**config.mk**
```make
export PLATFORM = sky130hd
export DESIGN_NAME = dm_ptr_lut_flat
export DESIGN_NICKNAME = d
export VERILOG_FILES = /design/src/rtl/dm_ptr_lut_pkg.sv /design/src/rtl/dm_ptr_lut_if.sv /design/src/rtl/dm_ptr_lut_entry.sv /design/src/rtl/dm_ptr_lut.sv /design/src/flat_wrapper.sv
export SDC_FILE = /design/constraint.sdc
export NUM_CORES = 1
export LEC_CHECK = 0
export ABC_AREA = 1
export BUFFER_PORTS_ARGS = -buffer_cell sky130_fd_sc_hd__buf_2
export CAP_MARGIN = 20
export CORE_AREA = 2 2 114 61
export DETAILED_ROUTE_END_ITERATION = 6
export DIE_AREA = 0 0 116 63
export PLACE_DENSITY = 0.76
export SETUP_SLACK_MARGIN = 0.1
export SYNTH_ARGS = -nofsm -noshare
export SYNTH_HDL_FRONTEND = slang
export SYNTH_HIERARCHICAL = 1
export SYNTH_SLANG_ARGS = --single-unit
export TNS_END_PERCENT = 10
```
**constraint.sdc**
```tcl
create_clock -name clk -period 1.6 [get_ports clk]
set_input_delay 0 -clock clk [delete_from_list [all_inputs] [get_ports clk]]
set_output_delay 0 -clock clk [all_outputs]
set_load 0.01 [all_outputs]
```
**src/rtl/dm_ptr_lut_pkg.sv**
```systemverilog
// dm_lut_pkg: pointer operation encoding and default table geometry shared with decode
package dm_lut_pkg;
  typedef enum logic [1:0] {HOLD = 2'd0, POST_INC = 2'd1, POST_DEC = 2'd2, PRE_INC = 2'd3} ptr_op_t;
  localparam int DEF_SEL_W = 2;
  localparam int DEF_ADDR_W = 8;
endpackage

```
**src/rtl/dm_ptr_lut_if.sv**
```systemverilog
// dm_ptr_lut_if: decode-side access, load and address bundle for the pointer table
interface dm_ptr_lut_if
  import dm_lut_pkg::*;
#(
  parameter int SEL_W = DEF_SEL_W,
  parameter int ADDR_W = DEF_ADDR_W
);
  logic acc_en;
  logic [SEL_W-1:0] sel;
  ptr_op_t op;
  logic bypass;
  logic [ADDR_W-1:0] raw_adr;
  logic wr_en;
  logic [SEL_W-1:0] wr_sel;
  logic [ADDR_W-1:0] wr_data;
  logic [ADDR_W-1:0] dm_adr;
  logic wrap;
  modport master (output acc_en, sel, op, bypass, raw_adr, wr_en, wr_sel, wr_data, input dm_adr, wrap);
  modport slave (input acc_en, sel, op, bypass, raw_adr, wr_en, wr_sel, wr_data, output dm_adr, wrap);
endinterface

```
**src/rtl/dm_ptr_lut_entry.sv**
```systemverilog
// dm_ptr_entry: one pointer register with load, step up/down and wrap detect
module dm_ptr_entry #(
  parameter int ADDR_W = 8,
  parameter int unsigned STRIDE = 1,
  parameter int unsigned INIT = 0
) (
  input  logic clk,
  input  logic rst_n,
  input  logic upd,
  input  logic dec,
  input  logic ld,
  input  logic [ADDR_W-1:0] ld_data,
  output logic [ADDR_W-1:0] q,
  output logic wrapped
);
  localparam logic [ADDR_W:0] STEP = (ADDR_W+1)'(STRIDE);
  logic [ADDR_W:0] inc_v, dec_v;
  logic [ADDR_W-1:0] nxt;
  // the extra MSB is the carry on increment and the borrow on decrement
  always_comb begin
    inc_v = {1'b0, q} + STEP;
    dec_v = {1'b0, q} - STEP;
    nxt = dec ? dec_v[ADDR_W-1:0] : inc_v[ADDR_W-1:0];
    wrapped = dec ? dec_v[ADDR_W] : inc_v[ADDR_W];
  end
  always_ff @(posedge clk or negedge rst_n)
    if (!rst_n) q <= ADDR_W'(INIT);
    else if (ld) q <= ld_data;
    else if (upd) q <= nxt;
endmodule

```
**src/rtl/dm_ptr_lut.sv**
```systemverilog
// dm_ptr_lut: programmable data-memory pointer table with post/pre-step addressing
module dm_ptr_lut
  import dm_lut_pkg::*;
#(
  parameter int SEL_W = DEF_SEL_W,
  parameter int ADDR_W = DEF_ADDR_W,
  parameter int unsigned STRIDE = 1
) (
  input logic clk,
  input logic rst_n,
  dm_ptr_lut_if.slave bus
);
  localparam int N = 2 ** SEL_W;
  localparam logic [ADDR_W-1:0] STEP = ADDR_W'(STRIDE);
  logic [ADDR_W-1:0] q [N];
  logic [N-1:0] wrapped, upd, ld;
  logic step, hit, wrap_q;
  assign step = bus.acc_en && !bus.bypass && bus.op != HOLD;
  for (genvar e = 0; e < N; e++) begin : g_ent
    assign upd[e] = step && bus.sel == SEL_W'(e);
    assign ld[e] = bus.wr_en && bus.wr_sel == SEL_W'(e);
    dm_ptr_entry #(.ADDR_W(ADDR_W), .STRIDE(STRIDE), .INIT(e)) u_ent (
      .clk(clk),
      .rst_n(rst_n),
      .upd(upd[e]),
      .dec(bus.op == POST_DEC),
      .ld(ld[e]),
      .ld_data(bus.wr_data),
      .q(q[e]),
      .wrapped(wrapped[e])
    );
  end
  // a load to the stepped entry overrides the step, so its wrap is dropped
  assign hit = step && wrapped[bus.sel] && !ld[bus.sel];
  always_ff @(posedge clk or negedge rst_n)
    if (!rst_n) wrap_q <= 1'b0;
    else wrap_q <= hit;
  assign bus.wrap = wrap_q;
  assign bus.dm_adr = bus.bypass ? bus.raw_adr : bus.op == PRE_INC ? q[bus.sel] + STEP : q[bus.sel];
endmodule

```
**src/flat_wrapper.sv**
```systemverilog
// flat-port wrapper written by rule: the top's interface ports become plain ports
module dm_ptr_lut_flat import dm_lut_pkg::*;
#(
  parameter int SEL_W = DEF_SEL_W,
  parameter int ADDR_W = DEF_ADDR_W,
  parameter int unsigned STRIDE = 1
)
  (clk, rst_n, bus_acc_en, bus_sel, bus_op, bus_bypass, bus_raw_adr, bus_wr_en, bus_wr_sel, bus_wr_data, bus_dm_adr, bus_wrap);
  dm_ptr_lut_if #(.SEL_W(SEL_W), .ADDR_W(ADDR_W)) bus_i ();
  input logic clk;
  input logic rst_n;
  input wire logic [$bits(bus_i.acc_en)-1:0] bus_acc_en;
  input wire logic [$bits(bus_i.sel)-1:0] bus_sel;
  input wire logic [$bits(bus_i.op)-1:0] bus_op;
  input wire logic [$bits(bus_i.bypass)-1:0] bus_bypass;
  input wire logic [$bits(bus_i.raw_adr)-1:0] bus_raw_adr;
  input wire logic [$bits(bus_i.wr_en)-1:0] bus_wr_en;
  input wire logic [$bits(bus_i.wr_sel)-1:0] bus_wr_sel;
  input wire logic [$bits(bus_i.wr_data)-1:0] bus_wr_data;
  output wire logic [$bits(bus_i.dm_adr)-1:0] bus_dm_adr;
  output wire logic [$bits(bus_i.wrap)-1:0] bus_wrap;
  assign bus_i.acc_en = bus_acc_en;
  assign bus_i.sel = bus_sel;
  assign bus_i.op = bus_op;
  assign bus_i.bypass = bus_bypass;
  assign bus_i.raw_adr = bus_raw_adr;
  assign bus_i.wr_en = bus_wr_en;
  assign bus_i.wr_sel = bus_wr_sel;
  assign bus_i.wr_data = bus_wr_data;
  assign bus_dm_adr = bus_i.dm_adr;
  assign bus_wrap = bus_i.wrap;
  dm_ptr_lut #(.SEL_W(SEL_W), .ADDR_W(ADDR_W), .STRIDE(STRIDE)) u_core (.clk(clk), .rst_n(rst_n), .bus(bus_i));
endmodule
```
==> run metrics, run 1 <==
Worst EP arrival=between 1.5 and 2 ns; minimum clock period=1.987 ns; area grow syn2layout=23.15%; vias=3905; Chip Width=116 um; Hold Startpoint=bus_wr_data[0]; register-to-register setup slack=-0.33 ns; Layout Cells excl Fill=710; PnR worst setup slack=-0.3872 ns; io pins=36; share of cells above drive strength 1=24.11%; Max stage delay on crit path=0.53 ns; CTS buffer count=5; DRT antenna net count=0; DP HPWL=7846 um; switching pwr=1.625 mW; most frequent cells in the layout=218 x nand2_1, 48 x inv_1, 46 x nand3_1, 36 x nor2_1, 35 x buf_2; Max H-tree Level=2; IO Port Bufs=35; clock sink count=33; clk_skew=0.004234 ns; worst reg2reg path depth=10; Max Cap Viol=0; Power Total=between 3 and 4 mW; vias per std cell=about 5.5; GR Overflow Total=0; first-pass GRT wire length=17010 um; final hold vios=0; top cell type by total area after synthesis=nand2_1; CP required=1.60 ns; peak supply drop=0.5473 mV; Pint=2.329 mW; register area share after synthesis=around a quarter; Placer Congestion=0.9601; Netlist cell types=33; crit-path max FO=4; worst min path class=in -> reg; leak pwr=2.048 nW; CTS tree=yes; Syn Nets=586; final instance area=0.004074 mm^2; register share of total power=33.8%; CP most frequent cell=nand2_1; Slew Limit Headroom=57.16%; top cells by area, synth=nand2_1 26%, dfrtp_1 22%, nand3_1 7.7%; achievable clock frequency=just over 500 MHz; CTS Buffer Depth=2; critical path endpoint=bus_dm_adr[6]; largest net degree at the start of global routing=34; Cells after DPL=around 700; Reg-to-Reg Start=u_core/g_ent[3].u_ent/q[0]$_DFFE_PN1P_; number of fill cells=approximately 600; reg2reg end=u_core/bus.wrap$_DFF_PN0_; DRT iter0 DRCs=392; drt drc=0; Clock power frac=25.2%; fin nets=653; synth warn=6; Pwr Density=970.7 mW/mm^2; status=complete, but fails checks; Combinational Power Share=41.0%; type of origin of the critical path=flop; post-placement cell area=0.003774 mm^2; endpoints failing setup=10; Post-Syn Area=0.003308 mm^2; die area=0.007308 mm^2; CP Capture Type=output pin; initial antenna violation count=0; Core ar.=around 0.0064 mm^2; CP max stage cell=dfstp_2; clock-pin slew on the worst setup and hold paths=0.05 ns; critical setup path kind=reg -> out; WL/cell=15.15 um; CP Cell Sequence=nand2_1 -> nand2_1 -> nand2_2 -> nand2_2 -> ha_4 -> inv_2 -> nor2_4 -> nand2_2 -> nor2_4 -> nand2_1 -> nand2_1 -> nand3_2 -> nand2_1 -> buf_2; most common cell after layout, fill and taps aside=nand2_1; top cell family by delay on the critical path=simple AND/OR/NAND/NOR gates; Final Util=between 60% and 70%; Die Y=63 um; Yosys top cell area share=about 26%; drt first pass iters=5; worst-skew pair later-pin latency=roughly 0.28 ns; RSZ-0062 raised after global routing=yes; Tcrit/Tclk final=124.2%; failing checks=setup timing; #FFs+latches synth=33; cells after synthesis=550; WP buf/inv=2; vias in the first global route=3488; DRT Wirelength=around 11000 um; Crit. path cell count=14; number of cell rows=21; GR Util All Layers=between 20% and 30%; switching part of the total power=41.10%; Starting Density=52.03%; crit path from=u_core/g_ent[1].u_ent/q[0]$_DFFE_PN1P_; Pins Over Slew Limit=0; # diodes=0; Avg Cell Area, Syn=approximately 6.0 um^2; CTS root buf=clkbuf_16; Worst Max-Slew Pin Slew=roughly 0.64 ns
cell usage after synthesis:
cell / instances
a21oi_1: 1
a22oi_1: 24
a31oi_1: 1
and2_1: 1
buf_2: 6
buf_4: 4
buf_6: 2
buf_8: 1
clkinv_1: 5
dfrtp_1: 29
dfstp_2: 4
ha_1: 9
inv_1: 49
inv_2: 9
inv_4: 4
inv_8: 1
nand2_1: 225
nand2_2: 8
nand2_4: 2
nand3_1: 51
nand3_2: 4
nand3b_1: 1
nand4_1: 1
nor2_1: 44
nor2_2: 9
nor2_4: 2
nor3_1: 7
o211ai_1: 9
o21ai_0: 3
o21ai_1: 21
o221ai_1: 1
o22ai_1: 4
xnor2_1: 8
how the worst min path moves through the flow:
stage | end | slack [ns] | cells past startpoint
floorplan | u_core/bus.wrap$_DFF_PN0_ | -0.30 | 0
CTS | u_core/g_ent[1].u_ent/q[0]$_DFFE_PN1P_ | 0.03 | 3
detailed placement | u_core/g_ent[3].u_ent/q[3]$_DFFE_PN0P_ | 0.07 | 2
finish | u_core/g_ent[1].u_ent/q[0]$_DFFE_PN1P_ | 0.04 | 3
global placement | u_core/g_ent[3].u_ent/q[3]$_DFFE_PN0P_ | 0.06 | 2
global route | u_core/g_ent[1].u_ent/q[0]$_DFFE_PN1P_ | 0.03 | 3
layout make-up:
| type | instances | area (um^2) | area share (%) |
|---|---|---|---|
| clock buffers | 7 | 142.6 | 3.501 |
| multi-input cells | 436 | 2217 | 54.42 |
| inverters | 68 | 272.8 | 6.695 |
| repair buffers | 73 | 486.7 | 11.95 |
| well taps | 92 | 115.1 | 2.826 |
| clock inverters | 1 | 7.507 | 0.1843 |
| flip-flops and latches | 33 | 832.0 | 20.42 |
power groups by stage:
| stage | clock (mW) | sequential [mW] | combinational, mW |
|---|---|---|---|
| global route | 1.05 | 1.36 | 1.80 |
| global placement | 0 | 1.31 | 1.42 |
| CTS | 1.01 | 1.31 | 1.51 |
| detailed placement | 0 | 1.33 | 1.47 |
| floorplan | 0 | 1.26 | 0.988 |
| finish | 0.996 | 1.34 | 1.62 |
metal layers:
layer | vias up | part of all wire, % | track usage (%)
met2 | 225 | 41 | 44.44
met3 | 23 | 10 | 5.044
met1 | 1764 | 47 | 45.29
met5 | - | 0 | 0
li1 | 1893 | - | -
met4 | 0 | 1.8 | 6.845
state kept, by name, summed over array words and instances, names as in the netlist:
| register | cells |
|---|---|
| u_core/bus.wrap | 1 |
| u_core/g_ent.u_ent/q | 32 |
stage by stage:
step	hold WS, ns	worst slack (ns)	setup TNS, ns
global route	0.02979	-0.5088	-3.462
CTS	0.02641	-0.3342	-1.578
global placement	0.06286	-0.1020	-0.2416
floorplan	-0.2956	0.05251	0
finish	0.03641	-0.3872	-2.186
detailed placement	0.06819	-0.1729	-0.3452
tightest hold or removal path, delay by kind of cell:
family,cells,cell delay (ns)
AO/OA/AOI/OAI,1,0.08
AND/OR/NAND/NOR,1,0.08
buffers and inverters,1,0.14
timing repair:
item	4_1_cts	5_1_grt
gates cloned	0	0
gates resized for setup	6	27
pin swaps	9	25
hold buffers	1	0
setup buffers	2	2
hold endpoints to repair	29	0
endpoints found under the setup margin	11	21
cells by family after synthesis:
| kind of cell | count (synthesis) | synth area share (%) |
|---|---|---|
| flip-flops | 33 | 25.11 |
| AO/OA/AOI/OAI | 64 | 12.48 |
| adder cells (fa/ha/maj) | 9 | 3.404 |
| AND/OR/NAND/NOR | 355 | 45.69 |
| buffers and inverters | 81 | 11.20 |
| XOR/XNOR | 8 | 2.118 |
Note: power is estimated with default switching activity, not from simulation.
==> run 2, diff against run 1 <==
--- a/config.mk
+++ b/config.mk
@@ -11,10 +11,9 @@
 export CORE_AREA = 2 2 114 61
 export DETAILED_ROUTE_END_ITERATION = 6
 export DIE_AREA = 0 0 116 63
-export PLACE_DENSITY = 0.76
+export PLACE_DENSITY = 0.75
 export SETUP_SLACK_MARGIN = 0.1
 export SYNTH_ARGS = -nofsm -noshare
 export SYNTH_HDL_FRONTEND = slang
-export SYNTH_HIERARCHICAL = 1
 export SYNTH_SLANG_ARGS = --single-unit
 export TNS_END_PERCENT = 10
==> run 2 against run 1 <==
  * The flow still finishes with violations (setup timing)
  * Synthesized area decreased by 1.0%
  * Sequential cell count unchanged
  * Power increased by 4.6%
  * Via count down 5.0%
  * Combinational power is 4% higher
  * Cell count shrank 6.2%
  * Largest cell class unchanged
  * Core utilization about the same
  * Maximum frequency grew 1.5%
  * Synthesized cell count decreased by 6.2%
  * Critical path depth unchanged
  * Largest power group unchanged
==> run metrics, run 2 <==
vias=3708 (-5.0%); Yosys top cell area share=22.16% (-3.4 points); Clock power frac=28.2% (+3.0 points); drt drc=0 (unchanged); # diodes=0 (unchanged); RSZ-0062 raised after global routing=yes; Worst Max-Slew Pin Slew=0.5007 ns (-0.1391 ns); io pins=36 (unchanged); DRT Wirelength=10750 um (about the same); Combinational Power Share=40.7% (-0.3 points); register-to-register setup slack=-0.09 ns (+0.24 ns); CTS tree=yes; area of the multi-input gates=0.002255 mm^2 (+1.7%); commonest cells in the netlist=173 x nand2_1, 65 x inv_1, 56 x nand3_1; share of cells above drive strength 1=25.26% (+1.2 points); IO Port Bufs=35 (unchanged); drt first pass iters=5 (unchanged); Tcrit/Tclk final=122.3% (-1.9 points); synth warn=0 (-6); Worst Hold Depth=3 (unchanged); status=complete, but fails checks; failing checks=setup timing; worst-skew pair later-pin latency=0.29 ns (about the same); achievable clock frequency=511.0 MHz (+1.5%); minimum clock period=1.957 ns (-0.03024 ns); Max Cap Viol=0 (unchanged); Netlist cell types=38 (+15%); Placer Congestion=0.9704 (+1.1%); clock-pin slew on the worst setup and hold paths=0.05 ns (about the same); cells after synthesis=516 (-6.2%); top cells by area, synth=dfrtp_1 22%, nand2_1 20%, nand3_1 8.6%; Pwr Density=1016 mW/mm^2 (+4.7%); number of fill cells=588 (-2.5%); CTS buffer count=5 (unchanged); Pint=2.491 mW (+7.0%); Core ar.=0.006359 mm^2 (unchanged); worst hold endpoint=u_core.g_ent[3].u_ent.q[4]$_DFFE_PN0P_; switching pwr=1.647 mW (+1.3%); vias per std cell=5.568 (+1.2%); clock sink count=33 (unchanged); initial antenna violation count=0 (unchanged); FF+latch area=832.0 um^2 (unchanged); largest net degree at the start of global routing=34 (unchanged); Max H-tree Level=2 (unchanged); GR Util All Layers=31.12% (+1.1 points); worst reg2reg path depth=9 (-1); max reg flops=32 (unchanged); area grow syn2layout=24.38%; fraction of registers with async set/reset=100.0% (unchanged); number of cell rows=21 (unchanged); Hold WS=0.02979 ns (-0.006627 ns); GR Overflow Total=0 (unchanged); Avg Cell Area, Syn=6.346 um^2 (+5.5%); Worst EP arrival=1.96 ns (-0.03 ns); PnR worst setup slack=-0.3569 ns (+0.03024 ns); CTS Buffer Depth=2 (unchanged); #FFs+latches synth=33 (unchanged); Final Util=64.05% (about the same); Largest Register=u_core.g_ent.u_ent.q; critical setup path kind=reg -> out; DRT iter0 DRCs=403 (+2.8%); most frequent cells in the layout=165 x nand2_1, 61 x inv_1, 49 x nand3_1, 34 x buf_2, 28 x dfrtp_1; crit-path max FO=4 (unchanged); reg2reg end=u_core.bus.wrap$_DFF_PN0_; clk_skew=0.005003 ns (+0.0007691 ns); most common cell in the synthesized netlist=nand2_1; Post-Syn Area=0.003274 mm^2 (-1.0%); fin nets=609 (-6.7%); DP HPWL=7944 um (+1.2%); CP required=1.60 ns (about the same); top cell type by total area after synthesis=dfrtp_1; Hold Startpoint=bus_wr_data[4]; Die Y=63 um (unchanged); Syn Nets=552 (-5.8%); Chip Width=116 um (unchanged); leak pwr=2.019 nW (-1.4%); DRT antenna net count=0 (unchanged); final hold vios=0 (unchanged); Slew Limit Headroom=66.54% (+9.4 points); endpoints failing setup=10 (unchanged); worst min path class=in -> reg; peak supply drop=0.6123 mV (+12%); CP Capture Type=output pin; register share of total power=31.1% (-2.7 points); first-pass GRT wire length=17600 um (+3.5%); WL/cell=16.14 um (+6.5%); vias in the first global route=3521 (+0.95%); type of origin of the critical path=flop; Power Total=4.138 mW (+4.6%); number of synthesized flops with an enable pin=0 (unchanged); Synth Flop Type=dfrtp_1; switching part of the total power=39.80% (-1.3 points); CTS root buf=clkbuf_16; register area share after synthesis=25.37% (+0.26 points); Pins Over Slew Limit=0 (unchanged); Starting Density=51.50% (-0.53 points); Reg-to-Reg Start=u_core.g_ent[3].u_ent.q[0]$_DFFE_PN1P_; die area=0.007308 mm^2 (unchanged); most common cell after layout, fill and taps aside=nand2_1
run 2: cell types whose count changed in the layout (fill, tap and decap cells not counted), moves of 8 or more:
cell,delta
nand2_1,-53
a22oi_1,-22
xor2_1,+17
o21ai_1,-15
inv_1,+13
buf_4,-12
nor2_1,-11
o21bai_1,+10
o21ai_0,+9
o221ai_1,+9
nor2_2,-8
xnor2_1,-8
run 2: worst max-delay path by stage:
stage | from | to | slack [ns]
3_5_place_dp | u_core.g_ent[3].u_ent.q[0]$_DFFE_PN1P_ | bus_dm_adr[6] | -0.06
3_3_place_gp | u_core.g_ent[3].u_ent.q[0]$_DFFE_PN1P_ | bus_dm_adr[6] | -0.03
2_1_floorplan | u_core.g_ent[3].u_ent.q[0]$_DFFE_PN1P_ | bus_dm_adr[6] | 0.11
4_1_cts | u_core.g_ent[2].u_ent.q[1]$_DFFE_PN1P_ | bus_dm_adr[6] | -0.35
5_1_grt | u_core.g_ent[3].u_ent.q[1]$_DFFE_PN1P_ | bus_dm_adr[6] | -0.51
6_report | u_core.g_ent[1].u_ent.q[0]$_DFFE_PN1P_ | bus_dm_adr[6] | -0.36
run 2: through the flow:
step / TNS [ns] / cell area [um^2] / worst slack (ns) / std cells
after floorplan: 0 / 3282 / 0.1065 / 516
after global placement: -0.03282 / 3655 / -0.03282 / 651
after detailed placement: -0.1194 / 3655 / -0.06485 / 651
after CTS: -1.591 / 3993 / -0.3475 / 664
after global routing: -3.452 / 4073 / -0.5065 / 666
final: -2.005 / 4073 / -0.3569 / 666
run 2: layer usage:
| metal | up-vias | part of all wire, % | global-route usage (%) |
|---|---|---|---|
| met1 | 1743 | 48 | 47.14 |
| met5 | - | 0 | 0 |
| met2 | 149 | 41 | 43.13 |
| met4 | 0 | 1.6 | 7.143 |
| li1 | 1795 | - | - |
| met3 | 21 | 9.7 | 8.826 |
run 2: critical path, cell delays in order, from the launching register on:
cell and delay (ns):
dfstp_2 0.54, nand2_1 0.07, nand2_1 0.10, nand2_2 0.05
nand2_2 0.08, ha_4 0.13, inv_2 0.04, nor2_4 0.09
nand2_2 0.08, nor2_4 0.12, nand2_1 0.07, nand2_1 0.07
nand3_2 0.06, nand2_2 0.07, buf_6 0.09
run 2: timing repair:
item / in CTS / in global routing
hold buffers: 1 / 0
hold endpoints to repair: 29 / 0
gates resized for setup: 35 / 21
setup buffers: 4 / 2
pin swaps: 29 / 21
endpoints found under the setup margin: 19 / 30
gates cloned: 0 / 0
run 2: cell families (layout without fill, tap and decap cells):
logic type,Yosys count,after routing,share of synthesized area (%)
AOI/OAI and AO/OA,70,70,14.25
xor gates and xnor gates,17,17,4.547
adders and majority gates,9,9,3.439
buffers and inverters,84,142,11.27
DFF,33,33,25.37
and+or+nand+nor,303,303,41.12
run 2: power by group through the flow:
stage               sequential (mW)  clock [mW]  combinational, mW
CTS                            1.26        1.18               1.58
global route                   1.30        1.23               1.87
finish                         1.29        1.17               1.68
floorplan                      1.20           0               1.02
global placement               1.28           0               1.41
detailed placement             1.28           0               1.44
run 2: cell type report:
cell class                 count  share of cell area (%)
timing repair buffer          61                   10.11
clock inverter                 1                  0.7373
sequential                    33                   20.43
clock buffer                   7                   3.502
inverter                      73                   7.035
tap                           92                   2.826
multi-input combinational    399                   55.36
